<file path="config.mk">
export PLATFORM = sky130hd
export DESIGN_NAME = qix_nvram_xfer
export DESIGN_NICKNAME = d
export VERILOG_FILES = /design/src/rtl/qix_nvram_xfer.sv
export SDC_FILE = /design/constraint.sdc
export NUM_CORES = 1
export LEC_CHECK = 0
export BUFFER_PORTS_ARGS = -buffer_cell sky130_fd_sc_hd__clkbuf_2
export CORE_MARGIN = 4
export CORE_UTILIZATION = 35
export CTS_BUF_LIST = sky130_fd_sc_hd__clkbuf_16
export DETAILED_ROUTE_END_ITERATION = 7
export SETUP_SLACK_MARGIN = 0.4
export SLEW_MARGIN = 10
export SYNTH_ARGS = -nofsm -noshare
export SYNTH_HDL_FRONTEND = slang
export SYNTH_SLANG_ARGS = --single-unit
</file>
<file path="constraint.sdc">
create_clock -name clk_20m -period 3.5 [get_ports clk_20m]
set_input_delay 0.35 -clock clk_20m [delete_from_list [all_inputs] [get_ports clk_20m]]
set_output_delay 0.35 -clock clk_20m [all_outputs]
set_load 0.02 [all_outputs]
</file>
<file path="src/rtl/qix_nvram_xfer.sv">
// NVRAM transfer engine: streams NVRAM to the host (SAVE), from the host (LOAD), or fills it (CLEAR).
// Define NVRAM_CHECKSUM_EN to enable the running mod-256 checksum on chk; otherwise chk is tied to 0.
module qix_nvram_xfer #(
    parameter int         NV_SIZE = 1024,
    parameter logic [7:0] FILL    = 8'h00
) (
    input  logic        clk_20m,
    input  logic        reset,
    input  logic        start,
    input  logic [1:0]  cmd,
    input  logic        abort,
    input  logic        in_valid,
    input  logic [7:0]  in_data,
    output logic        in_ready,
    output logic        out_valid,
    output logic [7:0]  out_data,
    input  logic        out_ready,
    output logic [15:0] hs_address,
    output logic [7:0]  hs_data_in,
    output logic        hs_write,
    input  logic [7:0]  hs_data_out,
    output logic        pause_req,
    output logic        busy,
    output logic        done,
    output logic        aborted,
    output logic [7:0]  chk
);

    // state     | meaning
    // IDLE      | waiting for an accepted start
    // SAVE_RD   | counter presented as NVRAM address
    // SAVE_WAIT | read data returning, captured into out_data
    // SAVE_OUT  | byte offered to host until out_ready
    // LOAD      | accepting host bytes, each written one cycle later
    // CLEAR     | writing FILL to every address
    // DONE      | one-cycle completion pulse
    typedef enum logic [2:0] {
        S_IDLE,
        S_SAVE_RD,
        S_SAVE_WAIT,
        S_SAVE_OUT,
        S_LOAD,
        S_CLEAR,
        S_DONE
    } state_t;

    localparam logic [9:0] LAST = 10'(NV_SIZE - 1);

    state_t     state_q, state_d;
    logic [9:0] cnt_q, cnt_d;
    logic [9:0] acc_addr;
    logic [7:0] hs_data_in_q, hs_data_in_d;
    logic       hs_write_q, hs_write_d;
    logic [7:0] out_data_q, out_data_d;
    logic       load_last_q, load_last_d;
    logic       aborted_q, aborted_d;
    logic       go;

    assign go = (state_q == S_IDLE) && start && !abort && (cmd != 2'd3);

    always_ff @(posedge clk_20m or posedge reset) begin
        if (reset) begin
            state_q      <= S_IDLE;
            cnt_q        <= '0;
            hs_data_in_q <= '0;
            hs_write_q   <= 1'b0;
            out_data_q   <= '0;
            load_last_q  <= 1'b0;
            aborted_q    <= 1'b0;
        end else begin
            state_q      <= state_d;
            cnt_q        <= cnt_d;
            hs_data_in_q <= hs_data_in_d;
            hs_write_q   <= hs_write_d;
            out_data_q   <= out_data_d;
            load_last_q  <= load_last_d;
            aborted_q    <= aborted_d;
        end
    end

    always_comb begin
        state_d      = state_q;
        cnt_d        = cnt_q;
        hs_data_in_d = hs_data_in_q;
        hs_write_d   = 1'b0;
        out_data_d   = out_data_q;
        load_last_d  = load_last_q;
        aborted_d    = 1'b0;
        // In LOAD the counter still holds the address being written, so a byte
        // accepted alongside a pending write lands one address further on.
        acc_addr     = hs_write_q ? cnt_q + 10'd1 : cnt_q;

        if ((state_q != S_IDLE) && abort) begin
            state_d     = S_IDLE;
            aborted_d   = 1'b1;
            load_last_d = 1'b0;
        end else begin
            case (state_q)
                S_IDLE: begin
                    if (go) begin
                        cnt_d       = '0;
                        load_last_d = 1'b0;
                        case (cmd)
                            2'd0:    state_d = S_SAVE_RD;
                            2'd1:    state_d = S_LOAD;
                            default: begin
                                state_d      = S_CLEAR;
                                hs_write_d   = 1'b1;
                                hs_data_in_d = FILL;
                            end
                        endcase
                    end
                end
                S_SAVE_RD:   state_d = S_SAVE_WAIT;
                S_SAVE_WAIT: begin
                    out_data_d = hs_data_out;
                    state_d    = S_SAVE_OUT;
                end
                S_SAVE_OUT: begin
                    if (out_ready) begin
                        if (cnt_q == LAST) begin
                            state_d = S_DONE;
                        end else begin
                            cnt_d   = cnt_q + 10'd1;
                            state_d = S_SAVE_RD;
                        end
                    end
                end
                S_LOAD: begin
                    if (load_last_q) begin
                        state_d     = S_DONE;
                        load_last_d = 1'b0;
                    end else begin
                        if (hs_write_q) begin
                            cnt_d = cnt_q + 10'd1;
                        end
                        if (in_valid) begin
                            hs_write_d   = 1'b1;
                            hs_data_in_d = in_data;
                            if (acc_addr == LAST) begin
                                load_last_d = 1'b1;
                            end
                        end
                    end
                end
                S_CLEAR: begin
                    if (cnt_q == LAST) begin
                        state_d = S_DONE;
                    end else begin
                        cnt_d      = cnt_q + 10'd1;
                        hs_write_d = 1'b1;
                    end
                end
                S_DONE:  state_d = S_IDLE;
                default: state_d = S_IDLE;
            endcase
        end
    end

    always_comb begin
        busy       = (state_q != S_IDLE);
        pause_req  = (state_q != S_IDLE);
        out_valid  = (state_q == S_SAVE_OUT);
        in_ready   = (state_q == S_LOAD) && !load_last_q;
        done       = (state_q == S_DONE) && !abort;
        aborted    = aborted_q;
        hs_write   = hs_write_q;
        hs_data_in = hs_data_in_q;
        out_data   = out_data_q;
        hs_address = {6'b000000, cnt_q};
    end

`ifdef NVRAM_CHECKSUM_EN
    logic [7:0] chk_q, chk_d;

    // Every issued write counts, including one still in flight when abort arrives.
    always_comb begin
        chk_d = chk_q;
        if (go) begin
            chk_d = '0;
        end else if (hs_write_q) begin
            chk_d = chk_q + hs_data_in_q;
        end else if ((state_q == S_SAVE_OUT) && out_ready && !abort) begin
            chk_d = chk_q + out_data_q;
        end
    end

    always_ff @(posedge clk_20m or posedge reset) begin
        if (reset) begin
            chk_q <= '0;
        end else begin
            chk_q <= chk_d;
        end
    end

    assign chk = chk_q;
`else
    assign chk = 8'h00;
`endif

endmodule

</file>
==> qor.csv, run 1 <==
stage,metric,value,unit
run_status,status,"complete, no violations",
routing,via_count,1776,
die,die_y,82.32,microns
synth,synth.most_common_cell,dfrtp_1,
synth,postSynthAreaPerCell,9.249,sq um
cts,clkLatencyLatePin,0.27,ns
sta,fin_crit_sh,62.42,%
die,die-area,0.006776,sq mm
synth,ys_types,48,
routing,drt_drc_violations_left,0,
die,ios,71,
sta,timing.final.ws_setup,1.315,ns
critical_path,crit_end,cnt_q[3],
sta,tns,0,ns
cts,cts-buffers-inserted,5,
die,initial_utilization,36.91,%
pwr,power_density,793.9,mW/mm^2
global_route,met3_usage,4.447,%
die,die_w,82.32,microns
routing,first_pass_iters,4,
global_route,grtUsageTotal,14.84,%
routing,wl_per_cell,15.06,microns
synth,yosys_most_used_dff,dfrtp_1,
sta,clock.fmax,457.7,MHz
critical_path,reg2reg_setup_slack,1.32,ns
cts,clock-sinks,32,
cts,htree_levels,2,
cts,ctsHoldBuffers,0,
place,gp_congestion,0.8910,
pwr,vdd_drop_max,0.2812,mV
critical_path,reg2reg_from,state_q[2],
synth,synth_cells,209,
layout,area_growth,22.20,%
synth,synth_area_leaders,"dfrtp_1 41%, buf_4 6.2%, mux2_2 4.7%",
synth,yosys.area.top_type_share,41.42,%
critical_path,cp.arrival,2.37,ns
critical_path,path_max_fanout,17,
sta,rsz0062_at_grt,no,
layout,seq_area,800.8,sq um
critical_path,rr_endpoint,cnt_q[3],
global_route,grt_use_met1,19.51,%
layout,multi_input_area,989.7,sq um
pwr,power_leakage,1.105,nW
cts,postCtsResizedCells,0,
hold_path,hp-class,input pin to asynchronous set/reset pin,
routing,vias_per_cell,5.349,
cts,cts_root_buf,clkbuf_16,
cts,postCtsSetupBuffers,0,
critical_path,crit_path_start_kind,flip-flop,
global_route,grt_start_max_net_pins,33,
sta,final-setup-viol-count,0,
layout,diodes,0,
routing,routed_wirelength,5.000,mm
die,core,0.005238,sq mm
synth,ys_top_cells_by_count,"32 x dfrtp_1, 18 x nand2_1, 16 x buf_4, 16 x nor2_1",
synth,synth_top_cell_by_area,dfrtp_1,
sta,skew,0.005986,ns
synth,synth_edf_count,0,
die,rows,26,
global_route,grt-busiest-layer,met2,
global_route,antenna_found_initial,0,
layout,nFillCells,508,
routing,drt_iter0_drc,144,
layout,nets,286,
layout,drive_above_1_share,29.77,%
routing,ant_nets,0,
sta,maxSlewViolCount,0,
layout,design_area,0.002362,sq mm
place,place_ws,1.324,ns
cts,tritoncts,built,
global_route,grt_pass1_wl,7.638,mm
synth,synth_warnings,0,
critical_path,cp-startpoint,state_q[2],
place,dp_hpwl,3.679,mm
flow_run,maxCapViolCount,0,
cts,clk_path_buf_depth,2,
synth,syn_area,0.001933,sq mm
sta,min_period,2.185,ns
cts,path_clk_slew,0.05,ns
layout,final_cells,332,
synth,synthArstFlopShare,100.0,%
synth,synth-seq-cells,32,
global_route,first_global_vias,1563,
sta,finalHoldViolCount,0,
critical_path,critPathRequiredTime,3.69,ns
sta,timing.hold.ws,0.1375,ns
critical_path,end_kind,flip-flop,
place,postPlaceCellArea,0.002200,sq mm
global_route,overflow,0,
global_route,gr-usage-met2,22.52,%
synth,ys_seq_area_share,41.42,%
critical_path,criticalPathCategory,flip-flop to flip-flop,
place,dp_cells,324,
place,io_buffer_count,56,
critical_path,reg2reg_depth,5,
area by class of cell:
cell class,count,share of cell area (%)
sequential,32,33.90
clock inverter,3,1.589
clock buffer,5,5.297
timing repair buffer,57,12.18
inverter,9,1.430
tap,70,3.708
multi-input combinational,156,41.90
kinds of logic after synthesis:
family          count (synthesis)  synth area share (%)
compound gates                 55                 20.39
xor+xnor                        1                0.4532
fa+ha+maj                       1                0.6471
buf+inv                        34                 9.903
flops                          32                 41.42
mux                            10                 5.890
other cells                     1                0.1940
simple gates                   75                 21.10
how the worst min path moves through the flow:
stage,to,slack [ns],cells past startpoint
6_report,hs_data_in[0],0.14,3
3_5_place_dp,hs_data_in[5],0.44,3
4_1_cts,hs_data_in[0],0.15,3
5_1_grt,hs_data_in[5],0.18,3
2_1_floorplan,state_q[1],0.42,1
3_3_place_gp,hs_data_in[7],0.44,3
report_power, final:
group	internal (mW)	switching, mW
clock	0.330	0.152
sequential	0.487	0.120
combinational	0.294	0.493
total	1.11	0.765
critical path: stages (launching register included):
cell	delay [ns]
dfrtp_1	0.63
nand3b_1	0.29
nor2_1	0.11
a211o_1	0.38
or3_4	0.47
o31ai_2	0.21
registers in the layout, summed over array words and instances (netlist names):
signal / count
cnt_q: 10
hs_data_in: 8
out_data: 8
state_q: 3
aborted: 1
hs_write: 1
load_last_q: 1
per-stage QoR:
step	total power, mW	utilization [%]
final	1.876	45.10
after global routing	1.994	45.10
after CTS	1.888	45.10
after detailed placement	1.397	42.00
after global placement	1.391	42.00
after floorplan	1.192	-
layout by cell type, fill, tap and decap left out, types with 2 or more instances in the layout:
| cell type | n |
|---|---|
| nand3_1 | 5 |
| clkbuf_16 | 5 |
| o21ai_0 | 9 |
| and2_1 | 2 |
| mux2_2 | 8 |
| nor4_1 | 4 |
| o22ai_1 | 4 |
| clkbuf_2 | 56 |
| a22o_1 | 8 |
| o31ai_1 | 4 |
| dfrtp_1 | 32 |
| inv_1 | 9 |
| nand2_1 | 18 |
| clkinv_1 | 2 |
| nand4_1 | 3 |
| a21oi_1 | 7 |
| nor3_1 | 4 |
| and3_1 | 4 |
| conb_1 | 14 |
| a31oi_1 | 5 |
| nor2_1 | 16 |
| o31ai_2 | 2 |
| a211oi_1 | 2 |
| a2bb2oi_1 | 5 |
| nand2b_1 | 4 |
| nor2b_1 | 2 |
| nand4b_1 | 2 |
| nand3b_1 | 4 |
metal layers:
layer | share of wire [%] | vias to the layer above
met1 | 43 | 821
met3 | 11 | 10
met5 | 0 | -
li1 | - | 845
met2 | 43 | 100
met4 | 2.0 | 0
(Power assumes the default switching activity.)
==> run 2, diff against run 1 <==
--- a/config.mk
+++ b/config.mk
@@ -5,6 +5,7 @@
 export SDC_FILE = /design/constraint.sdc
 export NUM_CORES = 1
 export LEC_CHECK = 0
+export ABC_AREA = 1
 export BUFFER_PORTS_ARGS = -buffer_cell sky130_fd_sc_hd__clkbuf_2
 export CORE_MARGIN = 4
 export CORE_UTILIZATION = 35
==> constraint.sdc (replaced) <==
create_clock -name clk_20m -period 1.9 [get_ports clk_20m]
set_input_delay 0.19 -clock clk_20m [delete_from_list [all_inputs] [get_ports clk_20m]]
set_output_delay 0.19 -clock clk_20m [all_outputs]
set_load 0.02 [all_outputs]
==> run 2 against run 1 <==
  * Sequential cell count unchanged
  * Clock power grew 62%
  * Highest routed layer unchanged
  * Synthesized cell count grew 39%
==> qor.csv, run 2 <==
stage,metric,value,unit
sta,clock.fmax,626.4,MHz
global_route,first_global_vias,2132,
die,ios,71,
critical_path,crit_path_start_kind,flip-flop,
routing,drt_iter0_drc,85,
pwr,vdd_drop_max,0.9338,mV
pwr,switching_share,45.63,%
flow_run,maxCapViolCount,0,
layout,max_flop_register,cnt_q,
die,die_y,86.16,microns
layout,largest_reg_flops,10,
synth,syn_area,0.002138,sq mm
pwr,p_sw,2.084,mW
sta,timing.hold.ws,0.1217,ns
routing,via_count,2122,
synth,ys_top_cells_by_count,"88 x nand2_1, 32 x dfrtp_1, 30 x inv_1, 28 x nand3_1, 21 x o21ai_0",
cts,path_clk_slew,0.05,ns
layout,drive_above_1_share,43.47,%
critical_path,critPathRequiredTime,2.06,ns
routing,routed_wirelength,5.830,mm
layout,final_cell_mix,"76 x nand2_1, 53 x clkbuf_2, 29 x inv_1",
die,core,0.005921,sq mm
global_route,antenna_found_initial,0,
place,dp_hpwl,4.130,mm
die,die-area,0.007424,sq mm
synth,synth_area_leaders,"dfrtp_1 37%, nand2_1 15%, nand3_1 6.6%",
sta,fin_crit_sh,84.02,%
place,gp_congestion,0.8436,
sta,tns,0,ns
synth,synth_warnings,0,
synth,synth-seq-cells,32,
pwr,combPwrFrac,57.8,%
layout,area_growth,41.60,%
layout,design_area,0.003028,sq mm
sta,min_period,1.596,ns
routing,first_pass_iters,4,
cts,tritoncts,built,
pwr,seq_power_share,25.1,%
critical_path,crit_end,cnt_q[0],
place,place_ws,0.1798,ns
die,die_w,86.16,microns
cts,clkLatencyLatePin,0.27,ns
critical_path,cp-startpoint,state_q[0],
layout,nFillCells,571,
synth,postSynthAreaPerCell,7.348,sq um
pwr,clockPowerShare,17.1,%
synth,synth_edf_count,0,
sta,maxSlewViolCount,0,
cts,cts-buffers-inserted,5,
layout,layout_commonest_cell,nand2_1,
cts,clk_path_buf_depth,2,
critical_path,reg2reg_setup_slack,0.30,ns
critical_path,rr_endpoint,cnt_q[0],
cts,htree_levels,2,
synth,ys_seq_area_share,37.45,%
critical_path,reg2reg_from,state_q[0],
pwr,internal_power,2.483,mW
critical_path,reg2reg_depth,9,
cts,clock-sinks,32,
global_route,grt_pass1_wl,9.549,mm
sta,final-setup-viol-count,0,
critical_path,cp.arrival,1.76,ns
global_route,grtUsageTotal,16.03,%
global_route,grt_start_max_net_pins,33,
layout,diodes,0,
global_route,overflow,0,
critical_path,path_max_fanout,6,
pwr,power_leakage,1.603,nW
sta,rsz0062_at_grt,yes,
synth,synthArstFlopShare,100.0,%
routing,wl_per_cell,12.96,microns
routing,vias_per_cell,4.716,
critical_path,criticalPathCategory,flip-flop to flip-flop,
routing,ant_nets,0,
routing,drt_drc_violations_left,0,
synth,synth_top_cell_by_area,dfrtp_1,
layout,nets,399,
layout,final_core_util,51.14,%
synth,synth_cells,291,
place,io_buffer_count,56,
synth,ys_types,33,
hold_path,hp-class,input pin to flip-flop,
run_status,status,"complete, no violations",
critical_path,end_kind,flip-flop,
synth,yosys.area.top_type_share,37.45,%
cts,cts_root_buf,clkbuf_16,
sta,skew,0.002800,ns
sta,timing.final.ws_setup,0.3036,ns
synth,synth.most_common_cell,nand2_1,
die,rows,28,
place,postPlaceCellArea,0.002535,sq mm
sta,finalHoldViolCount,0,
pwr,power_density,1509,mW/mm^2
synth,yosys_most_used_dff,dfrtp_1,
die,initial_utilization,36.12,%
-- run 2: what timing repair did --
| item | 4_1_cts | 5_1_grt |
|---|---|---|
| hold buffers | 1 | 0 |
| gates cloned | 1 | 0 |
| resized for setup | 19 | 46 |
| hold endpoints to repair | 32 | 0 |
| pin swaps | 4 | 16 |
| setup endpoints to repair | 25 | 34 |
| buffers inserted | 11 | 4 |
-- run 2: power by group through the flow --
stage,clock [mW],combinational (mW),sequential [mW]
after global routing,0.830,2.84,1.18
final,0.783,2.64,1.15
after floorplan,0,1.19,1.40
after global placement,0,1.97,1.15
after detailed placement,0,1.99,1.15
after CTS,0.808,2.40,1.13
-- run 2: cells by family (layout without fill, tap and decap cells) --
group	Yosys count	count (layout)	synth area share, %
simple gates	160	160	34.58
buf+inv	55	126	13.05
compound gates	33	33	9.538
flops	32	32	37.45
mux	8	8	4.213
fa+ha+maj	1	1	0.5850
other cells	1	14	0.1754
xor+xnor	1	1	0.4097
-- run 2: worst max-delay path, stage by stage, from the launching register on --
cell	delay [ns]
dfrtp_2	0.45
nor2_4	0.19
nand2_4	0.12
nand2_4	0.09
nor2_4	0.04
a21oi_4	0.14
nand2_2	0.09
nor2_4	0.14
clkbuf_16	0.19
o21ai_2	0.05
-- run 2: worst min-delay path by stage --
stage                           from       endpoint  depth (start not counted)
after floorplan                reset        aborted                          1
after global placement         reset    out_data[4]                          3
after detailed placement       reset    out_data[0]                          3
after CTS                 in_data[1]  hs_data_in[1]                          3
after global routing      in_data[5]  hs_data_in[5]                          3
final                     in_data[1]  hs_data_in[1]                          3
-- run 2: layout make-up --
class | count | area, sq um | share of cell area, %
multi-input combinational | 217 | 1301 | 42.98
timing repair buffer | 81 | 526.8 | 17.40
sequential | 32 | 812.0 | 26.82
clock inverter | 3 | 20.02 | 0.6612
inverter | 37 | 148.9 | 4.917
tap | 75 | 93.84 | 3.099
clock buffer | 5 | 125.1 | 4.132
-- run 2: stage by stage --
stage	std cells	power, mW
detailed placement	425	3.144
global placement	425	3.113
global route	450	4.853
CTS	446	4.336
floorplan	304	2.585
finish	450	4.568
-- run 2: layer usage --
metal,track usage [%],routed length (microns)
met3,3.746,368
met5,0,0
met2,28.24,2912
met4,4.460,84
met1,19.42,2465
